===== config.mk =====
export PLATFORM = sky130hd
export DESIGN_NAME = mc_control_unit
export DESIGN_NICKNAME = d
export VERILOG_FILES = /design/src/rtl/mc_control_unit.sv
export SDC_FILE = /design/constraint.sdc
export NUM_CORES = 1
export LEC_CHECK = 0
export CAP_MARGIN = 20
export CORE_UTILIZATION = 51
export DETAILED_ROUTE_END_ITERATION = 8
export PLACE_DENSITY = 0.94
export SYNTH_ARGS = -nofsm -noshare
export SYNTH_HDL_FRONTEND = slang
export SYNTH_SLANG_ARGS = --single-unit

===== constraint.sdc =====
create_clock -name clk -period 4.1 [get_ports clk]
set_clock_uncertainty 0.15 [all_clocks]
set_input_delay 1.23 -clock clk [delete_from_list [all_inputs] [get_ports clk]]
set_output_delay 1.23 -clock clk [all_outputs]
set_load 0.1 [all_outputs]

===== src/rtl/mc_control_unit.sv =====
// Multicycle control unit: decodes the instruction register once per
// instruction and sequences the shared datapath through fetch, decode,
// execute, memory and writeback. Memory accesses stall on mem_ready and
// MULTU stalls for MULT_LATENCY cycles on an internal down-counter.
module mc_control_unit #(
   parameter int MULT_LATENCY = 4,
   parameter int CNT_W        = 3
) (
   input  logic       clk,
   input  logic       rst_n,
   input  logic [5:0] opcode,
   input  logic [5:0] funct,
   input  logic       alu_zero,
   input  logic       mem_ready,
   output logic       mem_re,
   output logic       mem_we,
   output logic       iord,
   output logic       ir_we,
   output logic       pc_we,
   output logic [1:0] pc_src,
   output logic       alu_src_a,
   output logic [1:0] alu_src_b,
   output logic [2:0] alu_ctrl,
   output logic       reg_dst,
   output logic       rf_we,
   output logic [2:0] rf_wd_src,
   output logic       we_r64,
   output logic       busy,
   output logic       illegal
);

   // Opcodes
   localparam logic [5:0] OP_RTYPE = 6'b000000;
   localparam logic [5:0] OP_ADDI  = 6'b001000;
   localparam logic [5:0] OP_LW    = 6'b100011;
   localparam logic [5:0] OP_SW    = 6'b101011;
   localparam logic [5:0] OP_BEQ   = 6'b000100;
   localparam logic [5:0] OP_J     = 6'b000010;
   localparam logic [5:0] OP_JAL   = 6'b000011;

   // R-type function codes
   localparam logic [5:0] FN_ADD   = 6'b100000;
   localparam logic [5:0] FN_SUB   = 6'b100010;
   localparam logic [5:0] FN_AND   = 6'b100100;
   localparam logic [5:0] FN_OR    = 6'b100101;
   localparam logic [5:0] FN_SLT   = 6'b101010;
   localparam logic [5:0] FN_SLL   = 6'b000000;
   localparam logic [5:0] FN_SRL   = 6'b000010;
   localparam logic [5:0] FN_JR    = 6'b001000;
   localparam logic [5:0] FN_MULTU = 6'b011001;
   localparam logic [5:0] FN_MFHI  = 6'b010000;
   localparam logic [5:0] FN_MFLO  = 6'b010010;

   // ALU control codes
   localparam logic [2:0] ALU_AND   = 3'b000;
   localparam logic [2:0] ALU_OR    = 3'b001;
   localparam logic [2:0] ALU_ADD   = 3'b010;
   localparam logic [2:0] ALU_MULTU = 3'b011;
   localparam logic [2:0] ALU_SLL   = 3'b100;
   localparam logic [2:0] ALU_SRL   = 3'b101;
   localparam logic [2:0] ALU_SUB   = 3'b110;
   localparam logic [2:0] ALU_SLT   = 3'b111;

   // Register-file write-data selects
   localparam logic [2:0] WD_ALUOUT = 3'b000;
   localparam logic [2:0] WD_PC4    = 3'b001;
   localparam logic [2:0] WD_LO     = 3'b010;
   localparam logic [2:0] WD_HI     = 3'b011;
   localparam logic [2:0] WD_MEM    = 3'b100;

   // Counter preload so that the last MULT cycle is the one where it reads zero
   localparam logic [CNT_W-1:0] CNT_LOAD = CNT_W'(MULT_LATENCY - 1);

   // Five-bit encoding leaves spare codes; any of them falls back to FETCH
   typedef enum logic [4:0] {
      S_FETCH, S_DECODE, S_EXEC_R, S_WB_R, S_EXEC_I, S_WB_I,
      S_MEM_ADDR, S_MEM_RD, S_WB_MEM, S_MEM_WR, S_BRANCH,
      S_JUMP, S_JR, S_MULT, S_WB_HILO, S_TRAP
   } state_t;

   state_t           state_q;
   state_t           state_d;
   state_t           dec_state;
   logic [2:0]       dec_alu;
   logic [2:0]       alu_r_q;
   logic             is_load_q;
   logic             is_jal_q;
   logic             is_hi_q;
   logic [CNT_W-1:0] cnt_q;
   logic             mult_done;

   assign mult_done = (cnt_q == '0);

   // Instruction decode: picks the post-DECODE state and the R-type ALU op
   always_comb begin
      dec_state = S_TRAP;
      dec_alu   = ALU_ADD;
      case (opcode)
         OP_RTYPE: begin
            case (funct)
               FN_ADD:   begin dec_state = S_EXEC_R; dec_alu = ALU_ADD; end
               FN_SUB:   begin dec_state = S_EXEC_R; dec_alu = ALU_SUB; end
               FN_AND:   begin dec_state = S_EXEC_R; dec_alu = ALU_AND; end
               FN_OR:    begin dec_state = S_EXEC_R; dec_alu = ALU_OR;  end
               FN_SLT:   begin dec_state = S_EXEC_R; dec_alu = ALU_SLT; end
               FN_SLL:   begin dec_state = S_EXEC_R; dec_alu = ALU_SLL; end
               FN_SRL:   begin dec_state = S_EXEC_R; dec_alu = ALU_SRL; end
               FN_JR:    dec_state = S_JR;
               FN_MULTU: dec_state = S_MULT;
               FN_MFHI,
               FN_MFLO:  dec_state = S_WB_HILO;
               default:  dec_state = S_TRAP;
            endcase
         end
         OP_ADDI:      dec_state = S_EXEC_I;
         OP_LW, OP_SW: dec_state = S_MEM_ADDR;
         OP_BEQ:       dec_state = S_BRANCH;
         OP_J, OP_JAL: dec_state = S_JUMP;
         default:      dec_state = S_TRAP;
      endcase
   end

   // Capture the decode results once so later states do not re-decode the IR
   always_ff @(posedge clk) begin
      if (!rst_n) begin
         alu_r_q   <= ALU_ADD;
         is_load_q <= 1'b0;
         is_jal_q  <= 1'b0;
         is_hi_q   <= 1'b0;
      end else if (state_q == S_DECODE) begin
         alu_r_q   <= dec_alu;
         is_load_q <= (opcode == OP_LW);
         is_jal_q  <= (opcode == OP_JAL);
         is_hi_q   <= (funct == FN_MFHI);
      end
   end

   // Multiply latency counter: preload on entry to MULT, count down inside it
   always_ff @(posedge clk) begin
      if (!rst_n) begin
         cnt_q <= '0;
      end else if (state_q == S_DECODE && dec_state == S_MULT) begin
         cnt_q <= CNT_LOAD;
      end else if (state_q == S_MULT && !mult_done) begin
         cnt_q <= cnt_q - 1'b1;
      end
   end

   // State register
   always_ff @(posedge clk) begin
      if (!rst_n) begin
         state_q <= S_FETCH;
      end else begin
         state_q <= state_d;
      end
   end

   // Next-state and Moore output decode; everything idles at zero by default
   always_comb begin
      state_d   = state_q;
      mem_re    = 1'b0;
      mem_we    = 1'b0;
      iord      = 1'b0;
      ir_we     = 1'b0;
      pc_we     = 1'b0;
      pc_src    = 2'b00;
      alu_src_a = 1'b0;
      alu_src_b = 2'b00;
      alu_ctrl  = ALU_AND;
      reg_dst   = 1'b0;
      rf_we     = 1'b0;
      rf_wd_src = WD_ALUOUT;
      we_r64    = 1'b0;
      illegal   = 1'b0;
      busy      = (state_q != S_FETCH);
      case (state_q)
         S_FETCH: begin
            mem_re    = 1'b1;
            alu_src_b = 2'b01;
            alu_ctrl  = ALU_ADD;
            if (mem_ready) begin
               ir_we   = 1'b1;
               pc_we   = 1'b1;
               state_d = S_DECODE;
            end
         end
         S_DECODE: begin
            alu_src_b = 2'b11;
            alu_ctrl  = ALU_ADD;
            state_d   = dec_state;
         end
         S_EXEC_R: begin
            alu_src_a = 1'b1;
            alu_ctrl  = alu_r_q;
            state_d   = S_WB_R;
         end
         S_WB_R: begin
            rf_we     = 1'b1;
            reg_dst   = 1'b1;
            rf_wd_src = WD_ALUOUT;
            state_d   = S_FETCH;
         end
         S_EXEC_I: begin
            alu_src_a = 1'b1;
            alu_src_b = 2'b10;
            alu_ctrl  = ALU_ADD;
            state_d   = S_WB_I;
         end
         S_WB_I: begin
            rf_we     = 1'b1;
            rf_wd_src = WD_ALUOUT;
            state_d   = S_FETCH;
         end
         S_MEM_ADDR: begin
            alu_src_a = 1'b1;
            alu_src_b = 2'b10;
            alu_ctrl  = ALU_ADD;
            state_d   = is_load_q ? S_MEM_RD : S_MEM_WR;
         end
         S_MEM_RD: begin
            mem_re = 1'b1;
            iord   = 1'b1;
            if (mem_ready) begin
               state_d = S_WB_MEM;
            end
         end
         S_WB_MEM: begin
            rf_we     = 1'b1;
            rf_wd_src = WD_MEM;
            state_d   = S_FETCH;
         end
         S_MEM_WR: begin
            mem_we = 1'b1;
            iord   = 1'b1;
            if (mem_ready) begin
               state_d = S_FETCH;
            end
         end
         S_BRANCH: begin
            alu_src_a = 1'b1;
            alu_ctrl  = ALU_SUB;
            pc_src    = 2'b01;
            pc_we     = alu_zero;
            state_d   = S_FETCH;
         end
         S_JUMP: begin
            pc_we   = 1'b1;
            pc_src  = 2'b10;
            state_d = S_FETCH;
            if (is_jal_q) begin
               rf_we     = 1'b1;
               rf_wd_src = WD_PC4;
            end
         end
         S_JR: begin
            pc_we   = 1'b1;
            pc_src  = 2'b11;
            state_d = S_FETCH;
         end
         S_MULT: begin
            alu_src_a = 1'b1;
            alu_ctrl  = ALU_MULTU;
            if (mult_done) begin
               we_r64  = 1'b1;
               state_d = S_FETCH;
            end
         end
         S_WB_HILO: begin
            rf_we     = 1'b1;
            reg_dst   = 1'b1;
            rf_wd_src = is_hi_q ? WD_HI : WD_LO;
            state_d   = S_FETCH;
         end
         S_TRAP: begin
            illegal = 1'b1;
            state_d = S_TRAP;
         end
         default: begin
            state_d = S_FETCH;
         end
      endcase
   end

endmodule


# Word level (Yosys, flattened, before mapping)
# Index checks and enable logic that the tools add are counted.
[totals]
ff_bits = 14
word_cells = 99
out_inout_bits = 21
[op_classes]
n_bitwise = 1
n_reduce_logical = 23
mux = 31
eq_ne = 36
n_addsub = 1
[ops]
columns = ["cell", "count"]
rows = [
  ["equality test 5 x 4 -> 1 bit, second input constant", 9],
  ["case mux 5 bit (9 select lines)", 1],
  ["equality test 6 bit, second input constant", 7],
  ["case mux 5 bit (5 select lines)", 1],
  ["equality test 5 x 3 -> 1 bit, second input constant", 4],
  ["two-way mux 5 bit", 4],
  ["equality test 6 x 2 -> 1 bit, second input constant", 3],
  ["equality test 6 x 5 -> 1 bit, second input constant", 3],
  ["case mux 3 bit (6 select lines)", 1],
  ["OR reduction 2 bit", 9],
  ["case mux 4 bit (4 select lines)", 1],
  ["two-way mux 1 bit", 13],
  ["equality test 6 x 4 -> 1 bit, second input constant", 2],
  ["logical NOT 6 bit", 2],
  ["case mux 2 bit (3 select lines)", 2],
  ["case mux 3 bit (4 select lines)", 1],
  ["equality test 5 x 2 -> 1 bit, second input constant", 2],
  ["case mux 3 bit (3 select lines)", 1],
  ["!= test 2 bit, second input constant", 4],
  ["OR reduction 4 bit", 2],
  ["OR reduction 7 bit", 1],
  ["equality test 6 x 3 -> 1 bit, second input constant", 1],
  ["equality test 5 x 1 -> 1 bit, second input constant", 1],
  ["logical NOT 5 bit", 1],
  ["other kinds (14)", 16],
]

# Logic depth before layout (Yosys ltp)
# Gate-level depths: netlist of run 1.
[logic_depth]
depth_word = 7
ltp_mapped = 8
depth_no_buf = 8

# Worst setup path after synthesis of run 1
# No wires, ideal clock.
[synth_path]
path_type = "input -> output"
startpoint = "in alu_zero"
endpoint = "out pc_we"
path_buffers = 0
arrival_ps = 2881
path_slack_ps = -161
path_stages = 4
required_time_ps = 2720
path_cell_list = "nor2_1 > nor2_1 > a31oi_1 > o22ai_1"
[synth_via]
elab_chain_len = 1
[synth_rtl]
columns = ["item", "line", "text"]
rows = [
  ["start, declared", "13", "input logic alu_zero,"],
  ["case mux 1 bit (3 select lines)", "176", "case (state_q)"],
  ["end, declared", "19", "output logic pc_we,"],
]
# No other way between the ends.

# Worst setup path in the final report of run 1
[layout_path]
startpoint = "in mem_ready"
endpoint = "out pc_we"
[layout_via]
elab_chain_len = 2
[layout_rtl]
columns = ["item", "line", "text"]
rows = [
  ["start, declared", "14", "input logic mem_ready,"],
  ["two-way mux 1 bit", "181", "if (mem_ready) begin"],
  ["case mux 1 bit (3 select lines)", "176", ""],
]
# No other way between the ends.

==> results of run 1 <==
## sequential cells by signal (all words and copies together), names as in the netlist
name and cells:
state_q 4, alu_r_q 3, is_hi_q 1, is_load_q 1
cnt_q 3, is_jal_q 1
## power breakdown
group	leakage, nW	internal [W]	total [W]	switching, W
Clock	0.0150	0.0000375	0.0000739	0.0000364
Combinational	0.479	0.000236	0.000963	0.000727
Sequential	0.105	0.000141	0.000200	0.0000592
## routing by layer
metal	GRT usage	up-vias	share of wire
met1	0.305	633	0.48
li1	-	779	-
met2	0.426	56	0.47
met5	0	-	0
met4	0.0631	0	0
met3	0.0205	0	0.041
## final cells by class
| class | instances | area, µm² |
|---|---|---|
| clock buffers | 4 | 26.3 |
| fillers | 196 | 642 |
| inverters | 13 | 48.8 |
| multi-input cells | 163 | 916 |
| flip-flops and latches | 13 | 260 |
| well taps | 28 | 35.0 |
| repair buffers | 38 | 348 |
## synth_stat cells, drive strengths merged (2+ instances only)
| cell type | instances | share of area |
|---|---|---|
| nor2b | 3 | 0.015 |
| and3 | 2 | 0.011 |
| and2 | 2 | 0.010 |
| nand2b | 6 | 0.030 |
| or3 | 2 | 0.014 |
| clkbuf | 12 | 0.036 |
| nand2 | 24 | 0.072 |
| o22ai | 2 | 0.010 |
| or4 | 2 | 0.015 |
| ha | 2 | 0.020 |
| a32oi | 2 | 0.014 |
| xnor2 | 2 | 0.014 |
| nor4 | 6 | 0.030 |
| nor3b | 2 | 0.012 |
| o32ai | 2 | 0.014 |
| o21ai | 21 | 0.084 |
| nor3 | 12 | 0.052 |
| a21boi | 2 | 0.012 |
| inv | 13 | 0.039 |
| a21oi | 16 | 0.064 |
| nor4bb | 2 | 0.016 |
| a22oi | 3 | 0.018 |
| o211ai | 2 | 0.012 |
| nor2 | 31 | 0.093 |
| nand4 | 2 | 0.010 |
| dfxtp | 13 | 0.21 |
| a31oi | 4 | 0.020 |
## through the flow
step | hold WS, ns | instance area, µm² | TNS, ns | total power [W] | utilization
5_1_grt | 0.341 | 1630 | 0 | 0.00130 | 0.718
3_3_place_gp | 0.292 | 1610 | 0 | 0.00116 | 0.706
3_5_place_dp | 0.295 | 1610 | 0 | 0.00116 | 0.706
6_report | 0.303 | 1630 | 0 | 0.00124 | 0.718
2_1_floorplan | 0.282 | 1270 | -0.384 | 0.000954 | -
4_1_cts | 0.304 | 1630 | 0 | 0.00124 | 0.718
## worst paths after layout
kind	start	endpoint	slack, ns	cells past startpoint
setup / recovery	mem_ready	pc_we	0.41	4
hold / removal	is_hi_q	is_hi_q	0.30	2
setup reg to reg	state_q[0]	cnt_q[2]	1.86	5
hold reg to reg	is_hi_q	is_hi_q	0.30	2
## kinds of logic (layout without fill, tap and decap cells)
kind of cell	Yosys count	after routing	share of synthesized area
multiplexers	1	1	0.00797
AND/OR/NAND/NOR	99	99	0.394
adder cells (fa/ha/maj)	2	2	0.0199
flip-flops	13	13	0.207
XOR/XNOR	3	3	0.0209
AO/OA/AOI/OAI	58	58	0.275
buffers and inverters	25	55	0.0747
## cells in the final DEF (no fill, tap or decap), types with 4 or more instances in the layout
master	n
sky130_fd_sc_hd__nand2b_1	6
sky130_fd_sc_hd__o21ai_1	12
sky130_fd_sc_hd__clkdlybuf4s50_1	15
sky130_fd_sc_hd__inv_1	11
sky130_fd_sc_hd__dfxtp_1	13
sky130_fd_sc_hd__nand2_1	24
sky130_fd_sc_hd__a31oi_1	4
sky130_fd_sc_hd__o21ai_0	9
sky130_fd_sc_hd__nor3_1	10
sky130_fd_sc_hd__buf_4	21
sky130_fd_sc_hd__nor2_1	30
sky130_fd_sc_hd__a21oi_1	16
sky130_fd_sc_hd__nor4_1	6
## critical path, stage by stage
cell and delay (ns):
sky130_fd_sc_hd__clkdlybuf4s50_1 0.57, sky130_fd_sc_hd__a31oi_1 0.13, sky130_fd_sc_hd__o22ai_2 0.18, sky130_fd_sc_hd__buf_12 0.20
==> run_results.csv, run 1 <==
group,metric,value,unit
outcome,run_status,"completed",
critical_path,worst-endpoint-required,2.72,ns
clock_network,tritoncts,"done",
placement,dp_hpwl,2.37,mm
yosys,synthesis.area_per_instance,6.25,µm²
floorplan,initial_utilization,0.552,
placement,place.port_buffers,36,
floorplan,floorplan.die.width,51.6,µm
yosys,syn-cell-area,0.00126,mm²
detailed_routing,drtIter0Drc,50,
sta,final_cycle_utilization_of_the_critical_path,0.901,
grt,groute.usage.overall,0.239,
yosys,syn_inst,201,
sta,tightest_slew,0.697,ns
layout,final_net_count,250,
clock_network,cts.htree.levels,1,
detailed_routing,ant_nets,0,
min_path,hp-class,"reg -> reg",
placement,placement.setup.worst_slack,0.417,ns
detailed_routing,detail_route.vias_per_cell,5.67,
power,power_leakage,0.600,nW
sta,final_period_minus_worst_setup_slack,3.69,ns
layout,finish.cell_count_without_fillers,259,
grt,grt_overflow,0,
grt,vias_in_the_first_global_route,1220,
power,power_per_cell_area,757,mW/mm²
yosys,ys_warnings,0,
yosys,count_of_flip_flops_with_a_built_in_enable_after_synthesis,0,
detailed_routing,routed_wire_length,3.04,mm
sta,timing.max_slew.rel_slack,0.535,
clock_network,cts_inserted_buffers,3,
critical_path,setup.worst_path.class,"in -> out",
floorplan,num_io_pins,37,
critical_path,critPathCaptureType,"primary output",
sta,setup_viol_count_final,0,
clock_network,clock-root-buffer,"sky130_fd_sc_hd__clkbuf_4",
grt,grt_antenna_before_repair,0,
yosys,synthDistinctLibCells,43,
layout,area_delta_synth_final,30.1,%
clock_network,clkTransAtPathRegs,0.07,ns
floorplan,die-area,0.00267,mm²
grt,grt_start_max_net_pins,23,
detailed_routing,drc_errors,0,
clock_network,post-cts-setup-buffers,0,
clock_network,clock-sinks,13,
detailed_routing,detailedRoute.firstPassIterationCount,4,
floorplan,rows,17,
grt,grt_first_pass_wirelength,5.03,mm
sta,max_freq,271,MHz
floorplan,fp.dieH,51.6,µm
layout,antenna-diode-count,0,
placement,finalWeightedCongestion,0.847,
sta,drv_slew,0,
sta,postLayoutSetupSlackWorst,0.405,ns
power,power.ir.vdd_worst,0.000895,V
detailed_routing,wire_per_inst,11.7,µm
yosys,ys_ff_latch,13,
placement,dp.cells,255,
clock_network,cts.path.max_buffers,2,
yosys,async_reset_ff_frac,0,
run,max_cap_viol_count,0,
sta,final_hold_viol_count,0,
yosys,synth_top_flop_cell,"sky130_fd_sc_hd__dfxtp_1",
sta,grt_setup_unrepaired,"false",
critical_path,worst_setup_path_start_kind,"input port",
layout,proportion_of_layout_cells_with_a_drive_suffix_above_1,0.156,
clock_network,clk-insertion-delay-late,0.26,ns
clock_network,cts_resized,0,
yosys,yosysSeqAreaShare,0.207,
floorplan,core,0.00228,mm²
detailed_routing,routed-via-count,1468,
critical_path,critPathMaxFanout,6,
critical_path,arrival_worst_endpoint,2.31,ns
clock_network,cts_hold_buf,0,
yosys,syn_nets,219,
(Power assumes the default switching activity.)
==> run 2, diff against run 1 <==
--- a/config.mk
+++ b/config.mk
@@ -9,6 +9,7 @@
 export CORE_UTILIZATION = 51
 export DETAILED_ROUTE_END_ITERATION = 8
 export PLACE_DENSITY = 0.94
+export SKIP_CTS_REPAIR_TIMING = 1
 export SYNTH_ARGS = -nofsm -noshare
 export SYNTH_HDL_FRONTEND = slang
 export SYNTH_SLANG_ARGS = --single-unit
==> results of run 2 <==
The final DEF is identical to that of run 1; final timing and power are the same.
